[config.mk]
export PLATFORM = sky130hd
export DESIGN_NAME = hb_decimator_2
export DESIGN_NICKNAME = d
export VERILOG_FILES = /design/src/rtl/hb_decimator_2.sv
export SDC_FILE = /design/constraint.sdc
export NUM_CORES = 1
export LEC_CHECK = 0
export ABC_AREA = 1
export BUFFER_PORTS_ARGS = -buffer_cell sky130_fd_sc_hd__buf_4
export CELL_PAD_IN_SITES_DETAIL_PLACEMENT = 0
export CELL_PAD_IN_SITES_GLOBAL_PLACEMENT = 2
export CORE_MARGIN = 5
export CORE_UTILIZATION = 35
export DETAILED_ROUTE_END_ITERATION = 6
export PLACE_DENSITY = 0.76
export SETUP_SLACK_MARGIN = 0.02
export SYNTH_ARGS = -nofsm -noshare
export SYNTH_HDL_FRONTEND = slang
export SYNTH_SLANG_ARGS = --single-unit
[constraint.sdc]
create_clock -name clk -period 16 [get_ports clk]
set_input_delay 2.4 -clock clk [delete_from_list [all_inputs] [get_ports clk]]
set_output_delay 2.4 -clock clk [all_outputs]
set_load 0.01 [all_outputs]
[src/rtl/hb_decimator_2.sv]
// 11-tap half-band FIR with decimation by 2, 1s17 in/out. The pipeline is pre-add, multiply,
// then accumulate/round/saturate. Every 2nd accepted sample launches one output 3 clocks later.
module hb_decimator_2 #(
  parameter int unsigned OUT_PHASE = 1
) (
  input  logic               clk,
  input  logic               reset,
  input  logic               in_valid,
  input  logic signed [17:0] data_in,
  output logic signed [17:0] data_out,
  output logic               out_valid
);

  localparam logic LAUNCH_PHASE = 1'(OUT_PHASE);

  // Only the non-zero, symmetric coefficients are stored.
  localparam logic signed [17:0] H0 = 18'sd1638;
  localparam logic signed [17:0] H2 = -18'sd9830;
  localparam logic signed [17:0] H4 = 18'sd40960;
  localparam logic signed [17:0] H5 = 18'sd65536;

  localparam logic signed [39:0] ROUND  = 40'sd65536;
  localparam logic signed [39:0] SAT_HI = 40'sd131071;
  localparam logic signed [39:0] SAT_LO = -40'sd131072;

  logic signed [17:0] taps [11];
  logic               phase;
  logic               launch;
  logic               launch_q;
  logic               s1_valid;
  logic               s2_valid;

  logic signed [18:0] pre_0;
  logic signed [18:0] pre_2;
  logic signed [18:0] pre_4;
  logic signed [17:0] mid;

  logic signed [36:0] prod_0;
  logic signed [36:0] prod_2;
  logic signed [36:0] prod_4;
  logic signed [36:0] prod_5;

  logic signed [39:0] acc;
  logic signed [39:0] rounded;
  logic signed [17:0] sat;

  assign launch = in_valid && (phase == LAUNCH_PHASE);

  // NOTE: the delay line is a register chain, not a RAM, so clearing it in reset is cheap.
  // Clearing it keeps the first outputs after reset free of stale samples.
  always_ff @(posedge clk) begin
    if (!reset) begin
      for (int i = 0; i < 11; i++) taps[i] <= '0;
      phase <= 1'b0;
    end else if (in_valid) begin
      // NOTE: non-blocking assignments make every tap take its neighbour's old value.
      // With blocking assignments the chain would collapse in a single clock.
      taps[0] <= data_in;
      for (int i = 1; i < 11; i++) taps[i] <= taps[i-1];
      phase <= ~phase;
    end
  end

  // Valid tokens advance every clock. A later in_valid=0 therefore never stalls a launch.
  always_ff @(posedge clk) begin
    if (!reset) begin
      launch_q <= 1'b0;
      s1_valid <= 1'b0;
      s2_valid <= 1'b0;
    end else begin
      launch_q <= launch;
      s1_valid <= launch_q;
      s2_valid <= s1_valid;
    end
  end

  // Stage 1: fold the symmetric taps. The odd taps other than the centre are zero and are skipped.
  always_ff @(posedge clk) begin
    if (!reset) begin
      pre_0 <= '0;
      pre_2 <= '0;
      pre_4 <= '0;
      mid   <= '0;
    end else begin
      pre_0 <= 19'(taps[0]) + 19'(taps[10]);
      pre_2 <= 19'(taps[2]) + 19'(taps[8]);
      pre_4 <= 19'(taps[4]) + 19'(taps[6]);
      mid   <= taps[5];
    end
  end

  // Stage 2: full-precision products.
  always_ff @(posedge clk) begin
    if (!reset) begin
      prod_0 <= '0;
      prod_2 <= '0;
      prod_4 <= '0;
      prod_5 <= '0;
    end else begin
      prod_0 <= 37'(pre_0) * 37'(H0);
      prod_2 <= 37'(pre_2) * 37'(H2);
      prod_4 <= 37'(pre_4) * 37'(H4);
      prod_5 <= 37'(mid) * 37'(H5);
    end
  end

  // Stage 3 arithmetic: sum, round half up, clamp to the 1s17 range.
  always_comb begin
    // NOTE: every combinational output gets a default first so that no path can infer a latch.
    sat     = rounded[17:0];
    acc     = 40'(prod_0) + 40'(prod_2) + 40'(prod_4) + 40'(prod_5);
    rounded = (acc + ROUND) >>> 17;
    if (rounded > SAT_HI) begin
      sat = 18'sh1FFFF;
    end else if (rounded < SAT_LO) begin
      sat = 18'sh20000;
    end else begin
      sat = rounded[17:0];
    end
  end

  always_ff @(posedge clk) begin
    if (!reset) begin
      data_out  <= '0;
      out_valid <= 1'b0;
    end else begin
      out_valid <= s2_valid;
      if (s2_valid) data_out <= sat;
    end
  end

endmodule

==> flow_metrics.tcl <==
set metrics [dict create \
    met3_usage_pct 1.96 \
    initial_core_util_pct 35.4 \
    cts_inserted_buffers 45 \
    met2_usage_pct 26.2 \
    cts.sinks 400 \
    htree_levels 2 \
    synth_async_sr_flop_share_pct 0 \
    synth_fp_nets 3907 \
    power_frac_seq_pct 21.4 \
    endpoint_kind "flop" \
    leakage_nw 16.3 \
    antenna_found_initial 3 \
    dpl.hpwl_mm 59.5 \
    arrival_ns 6.27 \
    vias 20300 \
    drive_gt1_share_pct 4.55 \
    drtPass1Iterations 5 \
    grt_util_all_layers_pct 16.4 \
    core_area_um2 82400 \
    yosys_warnings 0 \
    finalSetupViolations 0 \
    cts_tree "done" \
    die_w_um 299 \
    io_buffers 39 \
    antenna_left 0 \
    synth.distinct_cells 49 \
    intPower_w 0.00314 \
    min_period_ns 5.78 \
    drv_slew 0 \
    postSynthCellCount 3289 \
    dpl_cell_area_um2 30600 \
    postCtsHoldBufs 0 \
    gr-total-overflow 0 \
    utilization_pct 39.0 \
    synth_edf_count 198 \
    ys.flop_type "dfxtp_1" \
    nets 3949 \
    grt_pass1_wl_mm 116 \
    combPwrFrac_pct 61.7 \
    cts_setup_buffers 0 \
    clk_path_buf_depth 3 \
    grt_pass1_vias 20800 \
    grt_max_degree 116 \
    min_path_type "flop to flop" \
    n_antenna_cell 0 \
    ioPinCount 40 \
    hold_viol_final 0 \
    dr.first_iter.drc_count 1160 \
    rows 105 \
    ys_seq_area_share_pct 34.3 \
    p_clk_share_pct 16.8 \
    cp_max_fo 20 \
    rsz0062_at_grt "no" \
    post_drt_wl_per_cell_um 16.4 \
    cts_resized 0 \
    fp.dieArea_um2 89200 \
    required_ns 16.49 \
    drt-total-wl_mm 72.7 \
    ir_drop_mv 0.0929 \
    fin_skew_ns 0.0305 \
    relSlewSlack_pct 34.6 \
    clk_pin_slew_ns 0.05 \
    startpoint_type "flop" \
    powerDensity_nw_per_um2 188 \
    fin_crit_sh_pct 36.1 \
    grtUsageMet1_pct 24.3 \
    synth.avg_cell_area_um2 8.86 \
    fmax_ghz 0.173 \
    synth_area_um2 29200 \
    path_class "flop to flop" \
    drc 0 \
    fin_setup_tns_ns 0 \
    gr-max-usage-layer "met2" \
    p_sw_share_pct 47.9 \
    stdcell_area_um2 32100 \
    area_delta_synth_final_pct 10.1 \
    root_buffer "clkbuf_16" \
    die_h_um 299 \
    gp_congestion 0.843 \
    insertion_delay_ns 0.58 \
    maxCapViolations 0 \
    power.switching_w 0.00289 \
    synth-seq-cells 400 \
    routed_via_density 4.58 \
    worstMarginPinSlew_ns 0.981 \
    status "finished, final reports clean" \
]
[cells by family (layout without fill, tap and decap cells)]
kind of cell | count (synthesis) | count (layout) | share of synthesized area, %
adder cells (fa/ha/maj) | 598 | 598 | 31.1
flip-flops | 400 | 400 | 34.3
buffers and inverters | 843 | 917 | 10.9
AO/OA/AOI/OAI | 557 | 557 | 10.5
XOR/XNOR | 54 | 54 | 1.62
AND/OR/NAND/NOR | 837 | 837 | 11.5
[area by class of cell]
cell class              instances  area [um2]
fillers                      8455       50300
multi-input cells            2046       16000
flip-flops and latches        400        9990
inverters                     793        2980
well taps                    1070        1340
clock buffers                  60        1270
repair buffers                 45         342
clock inverters                19         183
[metal layers]
metal	routed length (um)	share of wire, %
met5	0	0
met3	2340	3.2
met1	37100	51
met4	1000	1.4
met2	32200	44
[final timing paths]
kind / start / slack (ns) / endpoint / cells past startpoint
hold reg to reg: s1_valid$_SDFF_PN0_ / 0.43 / s2_valid$_SDFF_PN0_ / 2
hold / removal: s1_valid$_SDFF_PN0_ / 0.43 / s2_valid$_SDFF_PN0_ / 2
setup reg to reg: pre_2[18]$_SDFF_PN0_ / 10.22 / prod_2[28]$_SDFF_PN0_ / 16
setup / recovery: pre_2[18]$_SDFF_PN0_ / 10.22 / prod_2[28]$_SDFF_PN0_ / 16
[sequential cells by signal, indices dropped and copies added (netlist names), 19 cells and up]
name    cells
pre_0      19
pre_2      19
pre_4      19
prod_0     30
prod_2     33
prod_4     23
taps      198
[worst max-delay path: stages (launching register included)]
cell,delay [ns]
dfxtp_1,0.85
clkinv_1,0.68
fa_1,0.66
fa_1,0.51
inv_1,0.05
fa_1,0.46
fa_1,0.49
ha_1,0.31
ha_1,0.36
a21oi_1,0.21
inv_1,0.06
a21oi_1,0.11
a21boi_0,0.34
o21bai_1,0.17
a21oi_1,0.18
o21ai_0,0.09
a21oi_1,0.15
[Yosys cell counts (2+ instances only)]
master      n  area share [%]
xor2_1     33            0.99
clkbuf_1   46            0.59
a21boi_0    7            0.18
a211oi_1    4            0.10
a211o_1     2           0.060
o21a_1     25            0.64
nor4_1      7            0.15
buf_1       2           0.026
nor3_1      9            0.15
edfxtp_1  198              20
o21bai_1   16            0.41
a21oi_1   261             4.5
nand3_2     2           0.069
nor3_2      2           0.069
o21ai_1     8            0.14
nand2_2     8            0.17
o21ai_0   181             3.1
a21oi_2    12            0.36
a31oi_1    12            0.26
xnor2_1    21            0.63
nand2_1   407             5.2
ha_1      385              17
fa_1      212              15
o211ai_1    3           0.077
inv_1     791              10
a21o_1     15            0.39
a221oi_1    2           0.060
nand3b_1    3           0.077
nand3_1    61             1.0
clkinv_1    2           0.026
dfxtp_1   202              14
buf_6       2           0.077
nor2_2      2           0.043
o31ai_1     3           0.077
nand4_1     5            0.11
or2_2       7            0.15
nor2_1    319             4.1
[layout by cell type (no fill, tap or decap), types with 5 or more instances in the layout]
cell	count
nand3_1	61
fa_1	212
a21oi_1	261
clkbuf_1	7
o21ai_1	8
nor4_1	7
nor3_1	9
clkbuf_8	7
a21oi_2	12
nor2_1	319
a21o_1	15
edfxtp_1	198
buf_4	44
a31oi_1	12
inv_1	791
or2_2	7
o21a_1	25
xor2_1	33
nand2_1	405
xnor2_1	21
o21bai_1	16
clkbuf_16	46
a21boi_0	7
dfxtp_1	202
nand2_2	8
nand4_1	5
o21ai_0	181
ha_1	385
[stage by stage]
step | hold slack [ns] | cells | power (W) | worst slack [ns]
after detailed placement | 0.415 | 4354 | 0.00503 | 10.21
after global routing | 0.441 | 4433 | 0.00675 | 9.69
after floorplan | 0.390 | 3289 | 0.00407 | 7.99
after CTS | 0.427 | 4433 | 0.00612 | 10.17
after global placement | 0.402 | 4354 | 0.00508 | 10.31
final | 0.426 | 4433 | 0.00603 | 10.22
[power groups by stage]
stage,sequential [W],combinational (W),clock [W]
2_1_floorplan,0.00128,0.00280,0
3_3_place_gp,0.00132,0.00376,0
3_5_place_dp,0.00132,0.00371,0
4_1_cts,0.00130,0.00377,0.00105
5_1_grt,0.00131,0.00435,0.00109
6_report,0.00129,0.00372,0.00102
(Power assumes the default switching activity.)
